File: config.mk
export PLATFORM = sky130hd
export DESIGN_NAME = pipe_em_stage
export DESIGN_NICKNAME = d
export VERILOG_FILES = /design/src/rtl/pipe_em_stage.sv
export SDC_FILE = /design/constraint.sdc
export NUM_CORES = 1
export LEC_CHECK = 0
export CAP_MARGIN = 20
export CORE_MARGIN = 2
export CORE_UTILIZATION = 46
export CTS_CLUSTER_SIZE = 20
export DETAILED_ROUTE_END_ITERATION = 8
export GPL_ROUTABILITY_DRIVEN = 0
export PLACE_DENSITY = 0.77
export SYNTH_ARGS = -nofsm -noshare
export SYNTH_HDL_FRONTEND = slang
export SYNTH_SLANG_ARGS = --single-unit
File: constraint.sdc
create_clock -name clk -period 1.6 [get_ports clk]
set_input_delay 0.24 -clock clk [delete_from_list [all_inputs] [get_ports clk]]
set_output_delay 0.24 -clock clk [all_outputs]
set_load 0.02 [all_outputs]
File: src/rtl/pipe_em_stage.sv
// EX/MEM stage register: carries WB/MEM control, ALU result, store data and rd from EX to MEM.
// One-cycle latency; stalls on !out_ready, with SKID=1 absorbing one extra beat behind a registered in_ready.
module pipe_em_stage #(
    parameter int DATA_W = 32,
    parameter int RN_W   = 5,
    parameter int SKID   = 1,
    parameter int CNT_W  = 16
) (
    input  logic              clk,
    input  logic              clr,
    input  logic              in_valid,
    output logic              in_ready,
    input  logic              ewreg,
    input  logic              em2reg,
    input  logic              ewmem,
    input  logic [DATA_W-1:0] ealu,
    input  logic [DATA_W-1:0] eb,
    input  logic [RN_W-1:0]   ern,
    input  logic              flush,
    output logic              out_valid,
    input  logic              out_ready,
    output logic              mwreg,
    output logic              mm2reg,
    output logic              mwmem,
    output logic [DATA_W-1:0] malu,
    output logic [DATA_W-1:0] mb,
    output logic [RN_W-1:0]   mrn,
    output logic              skid_full,
    output logic [CNT_W-1:0]  stall_cnt
);

    typedef struct packed {
        logic              wreg;
        logic              m2reg;
        logic              wmem;
        logic [DATA_W-1:0] alu;
        logic [DATA_W-1:0] b;
        logic [RN_W-1:0]   rn;
    } beat_t;

    beat_t             in_dat;
    beat_t             main_q;
    beat_t             skid_q;
    beat_t             main_d;
    beat_t             skid_d;
    logic              main_vld;
    logic              skid_vld;
    logic              main_vld_d;
    logic              skid_vld_d;
    logic              rdy_q;
    logic              acc;
    logic              dlv;
    logic [CNT_W-1:0]  cnt_q;

    assign in_dat = '{wreg: ewreg, m2reg: em2reg, wmem: ewmem, alu: ealu, b: eb, rn: ern};

    generate
        if (SKID != 0) begin : g_skid
            assign in_ready  = rdy_q;
            assign skid_full = skid_vld;
        end else begin : g_noskid
            assign in_ready  = !main_vld | out_ready;
            assign skid_full = 1'b0;
        end
    endgenerate

    assign acc = in_valid & in_ready;
    assign dlv = main_vld & out_ready;

    // With SKID=0 an accept into a full main implies a delivery, so the skid branch is unreachable.
    always_comb begin
        main_d     = main_q;
        skid_d     = skid_q;
        main_vld_d = main_vld;
        skid_vld_d = skid_vld;
        if (flush) begin
            main_vld_d = 1'b0;
            skid_vld_d = 1'b0;
        end else if (dlv && skid_vld) begin
            main_d     = skid_q;
            main_vld_d = 1'b1;
            skid_vld_d = 1'b0;
        end else if (acc && (!main_vld || dlv)) begin
            main_d     = in_dat;
            main_vld_d = 1'b1;
        end else if (acc && SKID != 0) begin
            skid_d     = in_dat;
            skid_vld_d = 1'b1;
        end else if (dlv) begin
            main_vld_d = 1'b0;
        end
    end

    always_ff @(posedge clk) begin
        if (clr) begin
            main_q   <= '0;
            skid_q   <= '0;
            main_vld <= 1'b0;
            skid_vld <= 1'b0;
            rdy_q    <= 1'b1;
            cnt_q    <= '0;
        end else begin
            main_q   <= main_d;
            skid_q   <= skid_d;
            main_vld <= main_vld_d;
            skid_vld <= skid_vld_d;
            rdy_q    <= !skid_vld_d;
            if (main_vld && !out_ready && cnt_q != {CNT_W{1'b1}})
                cnt_q <= cnt_q + CNT_W'(1);
        end
    end

    // Control bits are gated so a bubble can never write the register file or memory.
    assign out_valid = main_vld;
    assign mwreg     = main_q.wreg  & main_vld;
    assign mm2reg    = main_q.m2reg & main_vld;
    assign mwmem     = main_q.wmem  & main_vld;
    assign malu      = main_q.alu;
    assign mb        = main_q.b;
    assign mrn       = main_q.rn;
    assign stall_cnt = cnt_q;

endmodule
==> summary.md <==
| Metric | Value |
|---|---|
| Die Wd | 132 um |
| Synthesized area | 7550 um^2 |
| GR Util met2 | 35.1% |
| Final WL | 19.5 mm |
| WL per Instance | 16.5 um |
| Synth unique cells | 44 |
| Number of port buffers | 167 |
| Most common cell in the netlist | dfxtp_1 |
| Power Dens Cells | 963 nW/um^2 |
| Met1 usage | 25.4% |
| Hold WC Path Type | in2reg |
| Post-synthesis cell count | 815 |
| Peak VDD IR | 0.709 mV |
| Setup TNS | -0.234 ns |
| Failing checks | negative setup slack |
| Die Area | 17500 um^2 |
| Top cells by area, synth | dfxtp_1 43%, a211oi_2 12%, mux2i_1 9.5% |
| Average vias per placed instance | 5.21 |
| Reg2reg path depth | 5 |
| Overflow left after global routing | 0 |
| First-pass GRT wire length | 29.3 mm |
| Period utilization | 103% |
| Worst Path Required | 1.90 ns |
| Setup violations, final | 18 |
| GRT busiest layer | met2 |
| Die height | 132 um |
| Layout cells sized above 1 | 24.9% |
| Number of global-route vias before repair | 5944 |
| Worst stage delay on the critical path | 0.41 ns |
| Seq cells post-synth | 163 |
| RSZ-0062 raised after global routing | true |
| Total CTS buffers | 17 |
| DR vias | 6187 |
| Ys flop type | dfxtp_1 |
| Post-route ant nets | 0 |
| Post-layout min period | 1.64 ns |
| Initial DRC Count | 351 |
| CTS tree | yes |
| GRT Util Overall | 20.4% |
| Critical-path top delay cell | nor3_1 |
| Non-filler cells in the finished layout | 1188 |
| Final worst slack | -0.0406 ns |
| Slew @ Worst Pin | 0.462 ns |
| Largest net degree at the start of global routing | 54 |
| Yosys top cell area share | 43.2% |
| Slew headroom | 69.0% |
| Met3 Track Usage GR | 5.00% |
| Ports | 168 |
| Post-synth EDFFs | 0 |
| Crit path from | stall_cnt[15] |
| R2r endpoint | stall_cnt[14] |
| Synth area leader | dfxtp_1 |
| # diodes | 0 |
| Clock transition at path regs | 0.06 ns |
| Max Clk Rate | 610 MHz |
| Asr flop ratio synth | 0% |
| Synth warnings | 0 |
| MaxCap Viol Count | 0 |
| DRT Pass-1 Iters | 4 |
| Clock Sinks | 163 |
| WS Path Type | reg2reg |
| Critical Path End Type | flip-flop |
| Top cell types by occurrence after synthesis | 163 x dfxtp_1, 146 x nand2_1, 83 x a21oi_1, 78 x nor2_1 |
| Worst path cell trace | nand4_1, buf_4, nor3_1, nor4b_4, mux2_2 |
| DRC | 0 |
| Fin nets | 1039 |
| Placed insts | 1132 |
| Hold_buf cts | 0 |
| Initial antenna violation count | 0 |
| Crit Path Max Fanout | 4 |
| Area growth, synth to finish | 39.4% |
| Clock Path Buffers | 2 |
| R2r setup slk | -0.04 ns |
| # rows | 46 |
| Worst r2r src | stall_cnt[15] |
| Sequential share of the synthesized area | 43.2% |
| Clk_skew | 0.00812 ns |
| Syn avg cell area | 9.27 um^2 |
| H-tree depth | 4 |
| Fin. Hold Viols | 0 |
| Outcome | finished, violations left |
| CP Data Arrival Time | 1.94 ns |
| Dpl hpwl | 11.5 mm |
| Setup crit end | stall_cnt[14] |
| Syn_nets | 893 |
| Initial core utilization | 47.4% |
| Slew Viols, Final | 0 |
| Core box area | 15900 um^2 |
| Leakage Power | 4.69 nW |
| CP startpoint kind | flip-flop |
| Clk_lat worst skew | 0.42 ns |
| Clk root buf | clkbuf_16 |
## registers in the layout (all words and copies together), names as in the netlist
name and cells:
mrn 5, out_valid 1, skid_q 72, main_q 3
in_ready 1, skid_full 1, stall_cnt 16, mb 32
malu 32
## area by class of cell
type	instances	area (um^2)
Tap cell	216	270
Inverter	4	15.0
Multi-Input combinational cell	520	3560
Sequential cell	163	3290
Clock buffer	21	482
Clock inverter	9	174
Timing Repair Buffer	255	2740
Fill cell	1300	5410
## placed cells by master, fill, tap and decap left out, drive strengths merged, types with 6 or more instances in the layout
cell type	Yosys	routed
o31ai	6	6
or3	6	6
dfxtp	163	163
a211oi	74	74
nor2	78	78
clkdlybuf4s50	0	74
nand3	8	8
dlymetal6s2s	0	9
nand2	147	147
buf	97	82
a21oi	83	83
o21ai	6	6
clkbuf	31	30
mux2i	72	72
dlygate4sd2	0	80
## cells by family (layout without fill, tap and decap cells)
group | after synthesis | count (layout) | share of synthesized area [%]
AND/OR/NAND/NOR | 271 | 271 | 15.6
AO/OA/AOI/OAI | 172 | 172 | 19.1
flip-flops | 163 | 163 | 43.2
buffers and inverters | 132 | 289 | 11.8
multiplexers | 75 | 75 | 9.99
adder cells (fa/ha/maj) | 1 | 1 | 0.166
XOR/XNOR | 1 | 1 | 0.116
## metrics by stage
step	worst slack, ns	total power, W	util, %	hold WS, ns	area [um^2]
after floorplan	-0.0487	0.00520	-	0.309	7620
after global placement	-0.357	0.00561	58.6	0.440	9340
after detailed placement	-0.394	0.00564	58.6	0.446	9340
after CTS	-0.0539	0.0101	63.4	0.144	10100
after global routing	-0.124	0.0105	66.0	0.160	10500
final	-0.0406	0.0101	66.0	0.161	10500
## layer usage
metal,routed length [um],share of wire (%),vias up
met3,989,5.1,20
met1,8750,45,2960
met5,0,0,-
met4,196,1.0,0
met2,9610,49,167
li1,-,-,3040
## report_power, final
group          leakage, nW  internal [W]  switching, W  total, W
Clock                0.324       0.00293       0.00161   0.00454
Combinational         3.03      0.000646      0.000675   0.00132
Sequential            1.34       0.00420     0.0000791   0.00428
## worst max-delay path: cells and delay by family, from the launching register on
kind          cells  cell delay [ns]
mux               1             0.28
simple gates      3             0.69
buf+inv           1             0.20
flops             1             0.35
## worst min path at each step
| stage | from | endpoint | slack, ns | depth (start not counted) |
|---|---|---|---|---|
| global route | clr | stall_cnt[0] | 0.16 | 2 |
| finish | clr | stall_cnt[3] | 0.16 | 2 |
| global placement | skid_q[31] | skid_q[31] | 0.44 | 2 |
| floorplan | flush | out_valid | 0.31 | 1 |
| CTS | clr | stall_cnt[3] | 0.14 | 2 |
| detailed placement | skid_q[36] | skid_q[36] | 0.45 | 2 |
## repair_timing
item                       in CTS  in global routing
setup endpoints to repair     119                133
resized for setup             106                 49
gates cloned                    3                  9
pin swaps                       8                 44
buffers inserted                7                 10
Note: power is estimated with default switching activity, not from simulation.
